File: config.mk
export PLATFORM = sky130hd
export DESIGN_NAME = arb_requester_bank
export DESIGN_NICKNAME = d
export VERILOG_FILES = /design/src/rtl/arb_req_pkg.sv /design/src/rtl/arb_req_channel.sv /design/src/rtl/arb_requester_bank.sv
export SDC_FILE = /design/constraint.sdc
export NUM_CORES = 1
export LEC_CHECK = 0
export BUFFER_PORTS_ARGS = -buffer_cell sky130_fd_sc_hd__buf_2
export CAP_MARGIN = 20
export CORE_MARGIN = 5
export CORE_UTILIZATION = 55
export DETAILED_ROUTE_END_ITERATION = 7
export GPL_TIMING_DRIVEN = 0
export MAX_ROUTING_LAYER = met4
export PLACE_DENSITY = 0.76
export SYNTH_ARGS = -nofsm -noshare
export SYNTH_HDL_FRONTEND = slang
export SYNTH_HIERARCHICAL = 1
export SYNTH_SLANG_ARGS = --single-unit
File: constraint.sdc
create_clock -name clk_i -period 3.1 [get_ports clk_i]
set_input_delay 0.62 -clock clk_i [delete_from_list [all_inputs] [get_ports clk_i]]
set_output_delay 0.62 -clock clk_i [all_outputs]
set_load 0.1 [all_outputs]
File: src/rtl/arb_req_pkg.sv
// -----------------------------------------------------------------------------
// arb_req_pkg
// Shared types and helpers for the requester bank that feeds a fixed priority
// arbiter.
//   chan_state_e : per-channel FSM state (IDLE / REQ / XFER)
//   cnt_width()  : smallest counter width able to hold values 0..max_val
//   XFER_CNT_W / WAIT_CNT_W : counter widths for the default configuration
//                             (XFER_LEN = 2, STARVE_LIMIT = 16)
// -----------------------------------------------------------------------------
package arb_req_pkg;

    typedef enum logic [1:0] {
        IDLE = 2'd0,
        REQ  = 2'd1,
        XFER = 2'd2
    } chan_state_e;

    // Width for a counter that must hold 0..max_val (never narrower than 1).
    function automatic int cnt_width(input int max_val);
        return (max_val < 2) ? 1 : $clog2(max_val + 1);
    endfunction

    localparam int DEF_XFER_LEN     = 2;
    localparam int DEF_STARVE_LIMIT = 16;

    // The transfer counter holds XFER_LEN-1 down to 0; the wait counter
    // saturates at STARVE_LIMIT.
    localparam int XFER_CNT_W = cnt_width(DEF_XFER_LEN - 1);
    localparam int WAIT_CNT_W = cnt_width(DEF_STARVE_LIMIT);

endpackage

File: src/rtl/arb_req_channel.sv
// -----------------------------------------------------------------------------
// arb_req_channel
// One requester channel: pending-job counter, IDLE/REQ/XFER FSM, transfer
// length counter, starvation wait counter and sticky overflow flag.
// Ports:
//   clk_i      : clock, rising edge
//   rst_i      : synchronous active-high reset
//   push_i     : one-cycle job enqueue strobe
//   gnt_i      : grant from the arbiter (only honoured in REQ)
//   req_o      : request to the arbiter, high exactly in REQ
//   busy_o     : high while in XFER
//   done_o     : one-cycle pulse on the last XFER cycle
//   starve_o   : high while in REQ with the wait counter saturated
//   overflow_o : sticky, set when a push is dropped on a full counter
// -----------------------------------------------------------------------------
module arb_req_channel
    import arb_req_pkg::*;
#(
    parameter int CNT_W        = 4,
    parameter int XFER_LEN     = 2,
    parameter int STARVE_LIMIT = 16
) (
    input  logic clk_i,
    input  logic rst_i,
    input  logic push_i,
    input  logic gnt_i,
    output logic req_o,
    output logic busy_o,
    output logic done_o,
    output logic starve_o,
    output logic overflow_o
);

    localparam int XW = cnt_width(XFER_LEN - 1);
    localparam int WW = cnt_width(STARVE_LIMIT);

    localparam logic [CNT_W-1:0] CNT_MAX   = '1;
    localparam logic [XW-1:0]    XFER_LOAD = XW'(XFER_LEN - 1);
    localparam logic [WW-1:0]    WAIT_MAX  = WW'(STARVE_LIMIT);

    chan_state_e      state_reg, state_next;
    logic [CNT_W-1:0] cnt_reg, cnt_next;
    logic [XW-1:0]    xfer_reg, xfer_next;
    logic [WW-1:0]    wait_reg, wait_next;
    logic             ovf_reg, ovf_next;
    logic             take;

    always_comb begin
        // A grant consumes one pending job; the counter is never zero in REQ,
        // but the guard keeps it from wrapping under any input sequence.
        take       = (state_reg == REQ) && gnt_i && (cnt_reg != '0);

        cnt_next   = cnt_reg;
        ovf_next   = ovf_reg;
        if (push_i && !take) begin
            if (cnt_reg == CNT_MAX)
                ovf_next = 1'b1;
            else
                cnt_next = cnt_reg + CNT_W'(1);
        end else if (!push_i && take) begin
            cnt_next = cnt_reg - CNT_W'(1);
        end

        state_next = state_reg;
        xfer_next  = xfer_reg;
        wait_next  = wait_reg;
        case (state_reg)
            IDLE: begin
                // In IDLE the counter is zero, so cnt_next != 0 means a push
                // arrived (or jobs were somehow left pending).
                if (cnt_next != '0)
                    state_next = REQ;
            end
            REQ: begin
                if (gnt_i) begin
                    state_next = XFER;
                    xfer_next  = XFER_LOAD;
                    wait_next  = '0;
                end else if (wait_reg != WAIT_MAX) begin
                    wait_next = wait_reg + WW'(1);
                end
            end
            XFER: begin
                if (xfer_reg == '0)
                    state_next = (cnt_next != '0) ? REQ : IDLE;
                else
                    xfer_next = xfer_reg - XW'(1);
            end
            default: state_next = IDLE;
        endcase
    end

    always_ff @(posedge clk_i) begin
        if (rst_i) begin
            state_reg <= IDLE;
            cnt_reg   <= '0;
            xfer_reg  <= '0;
            wait_reg  <= '0;
            ovf_reg   <= 1'b0;
        end else begin
            state_reg <= state_next;
            cnt_reg   <= cnt_next;
            xfer_reg  <= xfer_next;
            wait_reg  <= wait_next;
            ovf_reg   <= ovf_next;
        end
    end

    // All outputs decode registered state only.
    assign req_o      = (state_reg == REQ);
    assign busy_o     = (state_reg == XFER);
    assign done_o     = (state_reg == XFER) && (xfer_reg == '0);
    assign starve_o   = (state_reg == REQ) && (wait_reg == WAIT_MAX);
    assign overflow_o = ovf_reg;

endmodule

File: src/rtl/arb_requester_bank.sv
// -----------------------------------------------------------------------------
// arb_requester_bank
// Bank of NUM_PORTS independent requester channels facing a fixed priority
// arbiter, plus an optional grant protocol checker.
// Optional feature macro: ARB_REQ_CHECK_EN
//   defined   : gnt_err_o sets (sticky until reset) when gnt_i has more than
//               one bit set, or grants a channel whose req_o is low
//   undefined : gnt_err_o is tied low and no check logic exists
// Ports:
//   clk_i, rst_i : clock (rising edge), synchronous active-high reset
//   push_i       : per-channel job enqueue strobes
//   gnt_i        : grant vector from the arbiter
//   req_o        : registered request vector to the arbiter
//   busy_o       : per-channel transfer-in-progress
//   done_o       : per-channel last-transfer-cycle pulse
//   starve_o     : per-channel starvation level
//   overflow_o   : per-channel sticky dropped-push flag
//   gnt_err_o    : sticky protocol error flag
// -----------------------------------------------------------------------------
module arb_requester_bank
    import arb_req_pkg::*;
#(
    parameter int NUM_PORTS    = 5,
    parameter int CNT_W        = 4,
    parameter int XFER_LEN     = DEF_XFER_LEN,
    parameter int STARVE_LIMIT = DEF_STARVE_LIMIT
) (
    input  logic                 clk_i,
    input  logic                 rst_i,
    input  logic [NUM_PORTS-1:0] push_i,
    input  logic [NUM_PORTS-1:0] gnt_i,
    output logic [NUM_PORTS-1:0] req_o,
    output logic [NUM_PORTS-1:0] busy_o,
    output logic [NUM_PORTS-1:0] done_o,
    output logic [NUM_PORTS-1:0] starve_o,
    output logic [NUM_PORTS-1:0] overflow_o,
    output logic                 gnt_err_o
);

    genvar gi;
    generate
        for (gi = 0; gi < NUM_PORTS; gi++) begin : g_chan
            arb_req_channel #(
                .CNT_W        (CNT_W),
                .XFER_LEN     (XFER_LEN),
                .STARVE_LIMIT (STARVE_LIMIT)
            ) u_chan (
                .clk_i      (clk_i),
                .rst_i      (rst_i),
                .push_i     (push_i[gi]),
                .gnt_i      (gnt_i[gi]),
                .req_o      (req_o[gi]),
                .busy_o     (busy_o[gi]),
                .done_o     (done_o[gi]),
                .starve_o   (starve_o[gi]),
                .overflow_o (overflow_o[gi])
            );
        end
    endgenerate

`ifdef ARB_REQ_CHECK_EN
    logic gnt_err_reg;
    logic multi_gnt;
    logic stray_gnt;

    // x & (x-1) clears the lowest set bit; anything left means two or more.
    assign multi_gnt = (gnt_i & (gnt_i - NUM_PORTS'(1))) != '0;
    assign stray_gnt = (gnt_i & ~req_o) != '0;

    always_ff @(posedge clk_i) begin
        if (rst_i)
            gnt_err_reg <= 1'b0;
        else if (multi_gnt || stray_gnt)
            gnt_err_reg <= 1'b1;
    end

    assign gnt_err_o = gnt_err_reg;
`else
    assign gnt_err_o = 1'b0;
`endif

endmodule

# == Yosys cells after proc, flatten, opt, wreduce, memory -nomap -nowiden ==
# Index checks and enable logic that the tools add are counted.
# totals
reg_bits,65
inputBits,12
output_inout_bits,26
wordCells,240
# op_classes
addsub,20
n_eq_ne,40
n_mux,65
bitwise_logic,5
reduce_logical,85
# op_table
op,count
$mux W4,15
$mux W5,10
$reduce_bool A4 Y1,10
$logic_and A1 B1 Y1,30
$mux W2,15
$pmux W2 S3,5
$reduce_and A2 Y1,15
$add A5 B1 Y5 const B,5
$eq A5 B5 Y1 const B,5
$ne A5 B5 Y1 const B,5
$add A4 B1 Y4 const B,5
$eq A4 B4 Y1 const B,5
$ne A2 B2 Y1 const B,10
$reduce_bool A2 Y1,10
$sub A4 B1 Y4 const B,5
$mux W1,15
$reduce_and A3 Y1,5
$eq A2 B1 Y1 const B,5
$eq A2 B2 Y1 const B,5
$logic_not A1 Y1,10
$logic_not A2 Y1,5
$ne A2 B1 Y1 const B,5
$pmux W1 S2,5
$not A1 Y1,5
$sub A1 B1 Y1 const B,5

# == Depth between registers and ports, before layout ==
# Gate-level depths: netlist of the first run.
# depth
depth_word,10
depth_mapped,8
mapped_depth_nobuf,7

# == Cells and area by module ==
# Netlist of the first run, hierarchy kept.
# modules_own_cells
mod,instances,cells_per_inst,area_each_um2,seq_area_each_um2
arb_req_channel (g_chan[0].u_chan ...),4,101,780.7,260.2
arb_req_channel (g_chan[4].u_chan),1,97,795.8,260.2
arb_requester_bank,1,2,11.3,0.0

# == Worst setup path after synthesis of the first run ==
# OpenSTA, ideal clock, no wires.
# synth_path
path_type,register to output
start,reg g_chan[4].u_chan.wait_reg[0]
end,out starve_o[4]
arrival_time_ns,2.824
t_required_ns,2.480
slack_ns,-0.344
stages_incl_launch_ff,5
path_buffers,0
path_cell_list,dfxtp_1 > inv_1 > ha_1 > nand3_1 > nor3b_1
# synth_via
elab_chain_len,2
# synth_rtl
element,line_no,rtl
"start, declared",arb_req_channel.sv:44,"logic [WW-1:0] wait_reg, wait_next;"
"start signal, assigned",arb_req_channel.sv:104,wait_reg <= wait_next;
$eq A5 B5 Y1,arb_req_channel.sv:113,assign starve_o = (state_reg == REQ) && (wait_reg == WAIT_MAX);
$logic_and A1 B1 Y1,arb_req_channel.sv:113,
"end, declared",arb_requester_bank.sv:35,"output logic [NUM_PORTS-1:0] starve_o,"
# Every way passes these cells.

# == Final worst setup path of the first run ==
# layout_path
start,reg g_chan[4].u_chan.state_reg[0]
end,out req_o[4]
# layout_via
elab_chain_len,1
# layout_rtl
element,line_no,rtl
"start, declared",arb_req_channel.sv:41,"chan_state_e state_reg, state_next;"
"start signal, assigned",arb_req_channel.sv:101,state_reg <= state_next;
$eq A2 B1 Y1,arb_req_channel.sv:110,assign req_o = (state_reg == REQ);
"end, declared",arb_requester_bank.sv:32,"output logic [NUM_PORTS-1:0] req_o,"
# Every way passes these cells.

==> results of run 1 <==
==> per-layer routing <==
layer  routed length [um]  vias up
met3                  377        9
met1                 3693     1716
met5                    0        -
met2                 3921       89
li1                     -     1914
met4                   87        0
==> worst min-delay path by stage <==
| stage | to | slack, ps | depth (start not counted) |
|---|---|---|---|
| 6_report | g_chan[4].u_chan/overflow_o | 460 | 2 |
| 5_1_grt | g_chan[3].u_chan/wait_reg[4] | 500 | 2 |
| 4_1_cts | g_chan[4].u_chan/overflow_o | 470 | 2 |
| 3_5_place_dp | g_chan[4].u_chan/overflow_o | 450 | 2 |
| 3_3_place_gp | g_chan[2].u_chan/overflow_o | 450 | 2 |
| 2_1_floorplan | g_chan[4].u_chan/wait_reg[2] | 450 | 2 |
==> worst min-delay path: stages, from the launching register on <==
cell     delay, ps
dfxtp_1        320
a31oi_1         40
nor2_1          60
==> cells in the mapped netlist (5+ instances only) <==
cell type | instances | area share
o21ai_1 | 8 | 0.010
nand2_1 | 15 | 0.014
a22oi_1 | 8 | 0.015
and3b_1 | 6 | 0.013
nor3_1 | 5 | 0.0064
inv_1 | 29 | 0.028
and3_1 | 6 | 0.0096
nand2b_1 | 14 | 0.022
o21ai_0 | 32 | 0.041
buf_4 | 5 | 0.0096
o21bai_1 | 5 | 0.0096
mux2i_1 | 6 | 0.015
nand4_1 | 17 | 0.027
nor2b_1 | 6 | 0.0096
nor2_1 | 90 | 0.086
nand3b_1 | 15 | 0.029
ha_1 | 20 | 0.064
xnor2_1 | 5 | 0.011
a31oi_1 | 14 | 0.022
clkbuf_1 | 13 | 0.012
a21oi_1 | 33 | 0.042
nand3_1 | 13 | 0.017
a211oi_1 | 5 | 0.0096
dfxtp_1 | 65 | 0.33
==> stage by stage <==
step	cells	utilization	setup slack [ps]	total power (W)	area [um2]
after global routing	646	0.6386	759.3	0.002577	4387
final	646	0.6386	860.8	0.002405	4387
after CTS	646	0.6386	846.6	0.002427	4387
after global placement	634	0.6158	974.1	0.001801	4230
after detailed placement	634	0.6158	944.8	0.001824	4230
after floorplan	503	-	446.0	0.001670	3935
==> layout make-up <==
cell class	count	share of cell area
plain buffers	21	0.02453
clock buffers	11	0.03451
clock inverters	1	0.001141
inverters	33	0.02824
multi-input cells	384	0.5476
flip-flops and latches	65	0.2966
well taps	96	0.02738
repair buffers	35	0.03993
==> power by group <==
group	switching (W)	internal, W	total (W)	leakage [nW]
clock network	0.000283	0.000314	0.000598	0.0830
logic	0.000534	0.000282	0.000815	1.16
registers	0.0000847	0.000908	0.000993	0.531
total	0.000901	0.00150	0.00241	1.78
==> logic make-up after synthesis <==
group | share of synthesized area
AO/OA/AOI/OAI | 0.2155
AND/OR/NAND/NOR | 0.2929
XOR/XNOR | 0.01114
multiplexers | 0.02579
flip-flops | 0.3311
other | 0.0009542
adder cells (fa/ha/maj) | 0.06367
buffers and inverters | 0.05890
==> results.sh, run 1 <==
export IMPL_crit_path_max_incr_delay_ps=490
export IMPL_antenna_cells=0
export IMPL_io_buffers=35
export IMPL_synth_area_um2=3930
export IMPL_final_min_clock_period_ps=2239
export IMPL_multiInputGateArea_um2=2402
export IMPL_clk_latency_ps=330
export IMPL_rr_endpoint="g_chan[3].u_chan/state_reg[0]"
export IMPL_worstSetupEndpointType="primary output"
export IMPL_syn_inst=503
export IMPL_drt_iter0_markers=156
export IMPL_antenna_found_initial=0
export IMPL_grt_pass1_wl_mm=13.94
export IMPL_wirelength_mm=8.080
export IMPL_gp_congestion=0.8783
export IMPL_fin_crit_sh=0.7223
export IMPL_finalHoldWorstSlack_ps=462.2
export IMPL_crit_slowest_cell="buf_2"
export IMPL_reg2reg_depth=8
export IMPL_fin_skew_ps=6.326
export IMPL_cts_buffers=9
export IMPL_fin_tns_setup_ps=0
export IMPL_drv_slew=0
export IMPL_post_drt_wl_per_cell_um=12.51
export IMPL_die_x_um=94.53
export IMPL_vias_per_cell=5.771
export IMPL_syn_num_nets=535
export IMPL_maxCapViolCount=0
export IMPL_grt_busiest_layer="met2"
export IMPL_crit_path_start_kind="flop"
export IMPL_initial_utilization=0.5721
export IMPL_ys_types=50
export IMPL_clock_sinks=65
export IMPL_crit_chain="buf_2 > nor2b_1 > buf_2"
export IMPL_fin_nets=581
export IMPL_route_vias_total=3728
export IMPL_rsz0062_at_grt="no"
export IMPL_use_met1=0.2264
export IMPL_finalSetupViolations=0
export IMPL_final_cell_mix="90 x nor2_1, 65 x dfxtp_1, 37 x buf_2"
export IMPL_drive_above_1_share=0.1364
export IMPL_worstPathMaxFanout=9
export IMPL_coreArea_um2=6869
export IMPL_hp_class="flop to flop"
export IMPL_status="finished clean"
export IMPL_row_count=30
export IMPL_path_depth=3
export IMPL_ys_ff_latch=65
export IMPL_avgSynthCellArea_um2=7.813
export IMPL_cp_startpoint="g_chan[4].u_chan/state_reg[0]"
export IMPL_min_from="g_chan[4].u_chan/overflow_o"
export IMPL_crit_end="req_o[4]"
export IMPL_ctsHoldBuffers=0
export IMPL_cts_resized=0
export IMPL_r2r_slack_ps=1030
export IMPL_n_fill_cell=622
export IMPL_synth_edff_count=0
export IMPL_async_reset_ff_frac=0
export IMPL_grt_max_degree=21
export IMPL_crit_type="flop to primary output"
export IMPL_met2_usage=0.3339
export IMPL_place_hpwl_mm=5.885
export IMPL_cp_num_buf_inv=2
export IMPL_fp_dieH_um=94.53
export IMPL_antenna_left=0
export IMPL_timing_rr_start="g_chan[3].u_chan/cnt_reg[0]"
export IMPL_seqCellArea_um2=1301
export IMPL_fmax_mhz=446.6
export IMPL_worstPathArrival_ps=1620
export IMPL_cp_required_ps=2480
export IMPL_cts_tree="built"
export IMPL_clockBufferDepth=2
export IMPL_seq_area_frac_synth=0.3311
export IMPL_power_density_nw_per_um2=548.4
export IMPL_grt_ovfl_total=0
export IMPL_yosys_warnings=6
export IMPL_htreeDepth=3
export IMPL_hold_viol=0
export IMPL_cts_setup_buffers=0
export IMPL_leakage_nw=1.777
export IMPL_cts_root_buf="clkbuf_8"
export IMPL_drtPass1Iterations=4
export IMPL_synth_flop_cell="dfxtp_1"
export IMPL_drc_errors=0
export IMPL_io_pins=38
export IMPL_layout_commonest_cell="nor2_1"
export IMPL_grt_total_usage=0.1952
export IMPL_largest_reg_flops=25
export IMPL_area_delta_synth_final_pct=11.62
export IMPL_met3_usage=0.04303
export IMPL_cp_common_cell="buf_2"
export IMPL_crit_family="buffers and inverters"
export IMPL_peakVddDrop_mv=0.3439
export IMPL_grt_pass1_vias=3357
export IMPL_die_area_um2=8936
export IMPL_clk_pin_slew_worst_paths_ps=60
Note: power is estimated with default switching activity, not from simulation.
==> inputs of run 2 (changes only) <==
Clock period 3.1 ns to 2.3 ns, I/O delays scaled along.
==> results.sh, run 2 (synthesis results as in run 1) <==
export IMPL_status="finished clean"
export IMPL_final_cell_mix="85 x nor2_1, 65 x dfxtp_1, 37 x buf_2"
export IMPL_fin_crit_sh=0.9072
export IMPL_grt_total_usage=0.1932
export IMPL_grt_pass1_wl_mm=13.85
export IMPL_drv_slew=0
export IMPL_design_area_um2=4441
export IMPL_cts_buffers=9
export IMPL_post_drt_wl_per_cell_um=12.70
export IMPL_drc_errors=0
export IMPL_fp_dieH_um=94.53
export IMPL_coreArea_um2=6869
export IMPL_final_min_clock_period_ps=2087
export IMPL_cts_tree="built"
export IMPL_antenna_cells=0
export IMPL_hp_class="input pin to flop"
export IMPL_worstPathMaxFanout=5
export IMPL_die_x_um=94.53
export IMPL_vias_per_cell=5.795
export IMPL_layout_commonest_cell="nor2_1"
export IMPL_row_count=30
export IMPL_rsz0062_at_grt="no"
export IMPL_fin_skew_ps=8.870
export IMPL_antenna_left=0
export IMPL_grt_max_degree=21
export IMPL_dp_cells=634
export IMPL_leakage_nw=1.796
export IMPL_hold_viol=0
export IMPL_ctsHoldBuffers=0
export IMPL_clockBufferDepth=2
export IMPL_fin_cells=649
export IMPL_drtPass1Iterations=4
export IMPL_finalSetupViolations=0
export IMPL_maxCapViolCount=0
export IMPL_cts_resized=0
export IMPL_route_vias_total=3761
export IMPL_fin_nets=581
export IMPL_io_buffers=35
export IMPL_peakVddDrop_mv=0.3883
export IMPL_drive_above_1_share=0.1501
export IMPL_grt_ovfl_total=0
export IMPL_place_area_um2=4245
export IMPL_crit_type="flop to flop"
export IMPL_io_pins=38
export IMPL_antenna_found_initial=0
export IMPL_gp_congestion=0.9191
export IMPL_largest_reg_flops=25
export IMPL_grt_pass1_vias=3339
export IMPL_post_place_ws_ps=253.5
export IMPL_r2r_slack_ps=210
export IMPL_cts_root_buf="clkbuf_8"
export IMPL_area_delta_synth_final_pct=12.99
export IMPL_wirelength_mm=8.243
export IMPL_worstSetupEndpointType="flop"
export IMPL_clk_pin_slew_worst_paths_ps=70
export IMPL_die_area_um2=8936
export IMPL_fmax_mhz=479.2
export IMPL_fin_tns_setup_ps=0
export IMPL_cts_setup_buffers=0
export IMPL_htreeDepth=3
export IMPL_fin_ws_ps=213.4
export IMPL_cp_required_ps=2560
export IMPL_place_hpwl_mm=5.983
export IMPL_utilization=0.6464
export IMPL_initial_utilization=0.5721
export IMPL_drt_iter0_markers=176
export IMPL_power_density_nw_per_um2=768.0
export IMPL_clock_sinks=65
export IMPL_crit_path_start_kind="flop"
export IMPL_clk_latency_ps=340
export IMPL_worstPathArrival_ps=2350
[run 2: worst max-delay path, cell delays in order, from the launching register on]
cell and delay [ps]:
dfxtp_1 350, inv_1 120, ha_1 190, or3b_4 390
a21o_1 220, mux2_4 290, mux2_4 300, a31oi_1 150
[run 2: per-stage QoR]
step	total power (W)	hold slack (ps)
finish	0.003410	423.2
global route	0.003617	460.5
CTS	0.003439	411.6
detailed placement	0.002463	454.1
global placement	0.002436	443.9
floorplan	0.002256	451.0
[run 2: final timing paths]
path,start,endpoint,cells past startpoint
worst min register to register,g_chan[1].u_chan/overflow_o,g_chan[1].u_chan/overflow_o,2
worst max-delay path,g_chan[4].u_chan/cnt_reg[0],g_chan[4].u_chan/state_reg[0],7
worst max register to register,g_chan[4].u_chan/cnt_reg[0],g_chan[4].u_chan/state_reg[0],7
worst min-delay path,push_i[4],g_chan[4].u_chan/overflow_o,3
[run 2: per-layer routing]
metal,share of wire,global-route usage
met5,0,-
met4,0.014,0.08774
met3,0.033,0.02948
met2,0.48,0.3138
met1,0.47,0.2366
[run 2: cell type report]
type	count	area (um2)
buffer	21	107.6
clock buffer	12	155.1
clock inverter	3	40.04
fill	587	2429
inverter	33	123.9
multi-input combinational	384	2417
sequential	65	1301
tap	96	120.1
timing repair buffer	35	175.2
[run 2: where the power goes]
group          internal (W)  switching [W]  leakage [nW]
Combinational      0.000382       0.000724          1.16
Clock              0.000551       0.000416         0.102
Sequential          0.00122       0.000114         0.531
==> inputs of run 3 (changes only) <==
Settings changed: CORE_UTILIZATION 55 to 41, PLACE_DENSITY 0.76 to 0.6.
==> results.sh, run 3 (synthesis results as in run 1) <==
export IMPL_leakage_nw=1.796
export IMPL_worstSetupEndpointType="flop"
export IMPL_reg2reg_depth=7
export IMPL_fin_skew_ps=8.782
export IMPL_cts_root_buf="clkbuf_8"
export IMPL_htreeDepth=3
export IMPL_fmax_mhz=482.4
export IMPL_antenna_cells=0
export IMPL_io_buffers=35
export IMPL_timing_rr_start="g_chan[4].u_chan/cnt_reg[0]"
export IMPL_hold_end="g_chan[4].u_chan/overflow_o"
export IMPL_grt_max_degree=21
export IMPL_place_area_um2=4287
export IMPL_seqCellArea_um2=1301
export IMPL_fin_tns_setup_ps=0
export IMPL_drt_iter0_markers=155
export IMPL_use_met1=0.2021
export IMPL_rsz0062_at_grt="no"
export IMPL_utilization=0.4827
export IMPL_met3_usage=0.03299
export IMPL_grt_total_usage=0.1533
export IMPL_power_density_nw_per_um2=761.2
export IMPL_route_vias_total=3708
export IMPL_post_drt_wl_per_cell_um=12.33
export IMPL_io_pins=38
export IMPL_cts_tree="built"
export IMPL_final_cell_mix="85 x nor2_1, 65 x dfxtp_1, 37 x buf_2"
export IMPL_finalHoldWorstSlack_ps=421.6
export IMPL_row_count=35
export IMPL_finalSetupViolations=0
export IMPL_design_area_um2=4482
export IMPL_hold_viol=0
export IMPL_die_area_um2=11640
export IMPL_ctsHoldBuffers=0
export IMPL_clock_sinks=65
export IMPL_cts_resized=0
export IMPL_fp_dieH_um=107.9
export IMPL_grt_busiest_layer="met2"
export IMPL_worstPathMaxFanout=5
export IMPL_worstPathArrival_ps=2330
export IMPL_fin_crit_sh=0.9012
export IMPL_antenna_found_initial=0
export IMPL_grt_pass1_wl_mm=14.54
export IMPL_drive_above_1_share=0.1501
export IMPL_peakVddDrop_mv=0.4276
export IMPL_grt_pass1_vias=3315
export IMPL_maxCapViolCount=0
export IMPL_vias_per_cell=5.437
export IMPL_layout_commonest_cell="nor2_1"
export IMPL_cts_buffers=9
export IMPL_clk_pin_slew_worst_paths_ps=60
export IMPL_largest_reg_flops=25
export IMPL_crit_path_start_kind="flop"
export IMPL_place_hpwl_mm=5.980
export IMPL_drc_errors=0
export IMPL_hold_depth=3
export IMPL_drv_slew=0
export IMPL_status="finished clean"
export IMPL_antenna_left=0
export IMPL_cts_setup_buffers=0
export IMPL_cp_required_ps=2550
export IMPL_gp_congestion=0.8241
export IMPL_final_min_clock_period_ps=2073
export IMPL_rr_endpoint="g_chan[4].u_chan/state_reg[0]"
export IMPL_coreArea_um2=9284
export IMPL_multiInputGateArea_um2=2417
export IMPL_grt_ovfl_total=0
export IMPL_die_x_um=107.9
export IMPL_fin_nets=581
export IMPL_clockBufferDepth=2
export IMPL_initial_utilization=0.4233
export IMPL_n_fill_cell=962
export IMPL_hp_class="input pin to flop"
export IMPL_area_delta_synth_final_pct=14.04
export IMPL_drtPass1Iterations=4
export IMPL_wirelength_mm=8.409
export IMPL_min_from="push_i[4]"
export IMPL_r2r_slack_ps=230
export IMPL_crit_type="flop to flop"
export IMPL_clk_latency_ps=330
export IMPL_met2_usage=0.2340
-- run 3: through the flow --
| step | std cells | worst slack [ps] | power [W] |
|---|---|---|---|
| 3_5_place_dp | 667 | 248.8 | 0.002469 |
| 4_1_cts | 682 | 197.5 | 0.003458 |
| 6_report | 682 | 227.2 | 0.003412 |
| 5_1_grt | 682 | 81.46 | 0.003646 |
| 2_1_floorplan | 503 | -9.331 | 0.002256 |
| 3_3_place_gp | 667 | 283.3 | 0.002447 |
-- run 3: power breakdown --
part	internal [W]	switching, W
Sequential	0.00122	0.000116
Clock	0.000551	0.000412
Combinational	0.000383	0.000727
Total	0.00216	0.00125
-- run 3: area by class of cell --
type                            count  area share
Buffer                             21     0.02401
Clock buffer                       12     0.03462
Clock inverter                      3    0.008934
Inverter                           33     0.02764
Multi-Input combinational cell    384      0.5394
Sequential cell                    65      0.2903
Tap cell                          129     0.03601
Timing Repair Buffer               35     0.03908
-- run 3: worst max-delay path by stage --
stage                                 startpoint                       endpoint  slack (ps)
finish               g_chan[4].u_chan/cnt_reg[0]  g_chan[4].u_chan/state_reg[0]         230
detailed placement   g_chan[4].u_chan/cnt_reg[0]  g_chan[4].u_chan/state_reg[0]         250
floorplan           g_chan[4].u_chan/wait_reg[0]                    starve_o[4]          -9
global route         g_chan[3].u_chan/cnt_reg[0]  g_chan[3].u_chan/state_reg[0]          80
CTS                 g_chan[4].u_chan/wait_reg[0]                    starve_o[4]         200
global placement     g_chan[4].u_chan/cnt_reg[0]  g_chan[4].u_chan/state_reg[0]         280
-- run 3: worst max-delay path, cell delays in order, from the launching register on --
cell,delay [ps]
dfxtp_1,350
inv_1,120
ha_1,190
or3b_4,400
a21o_1,220
mux2_4,290
mux2_4,300
a31oi_1,150
-- run 3: layer usage --
metal  vias up  part of all wire
met4         0             0.013
met2        81              0.45
met3        10             0.036
met5         -                 0
met1      1707              0.50
li1       1910                 -
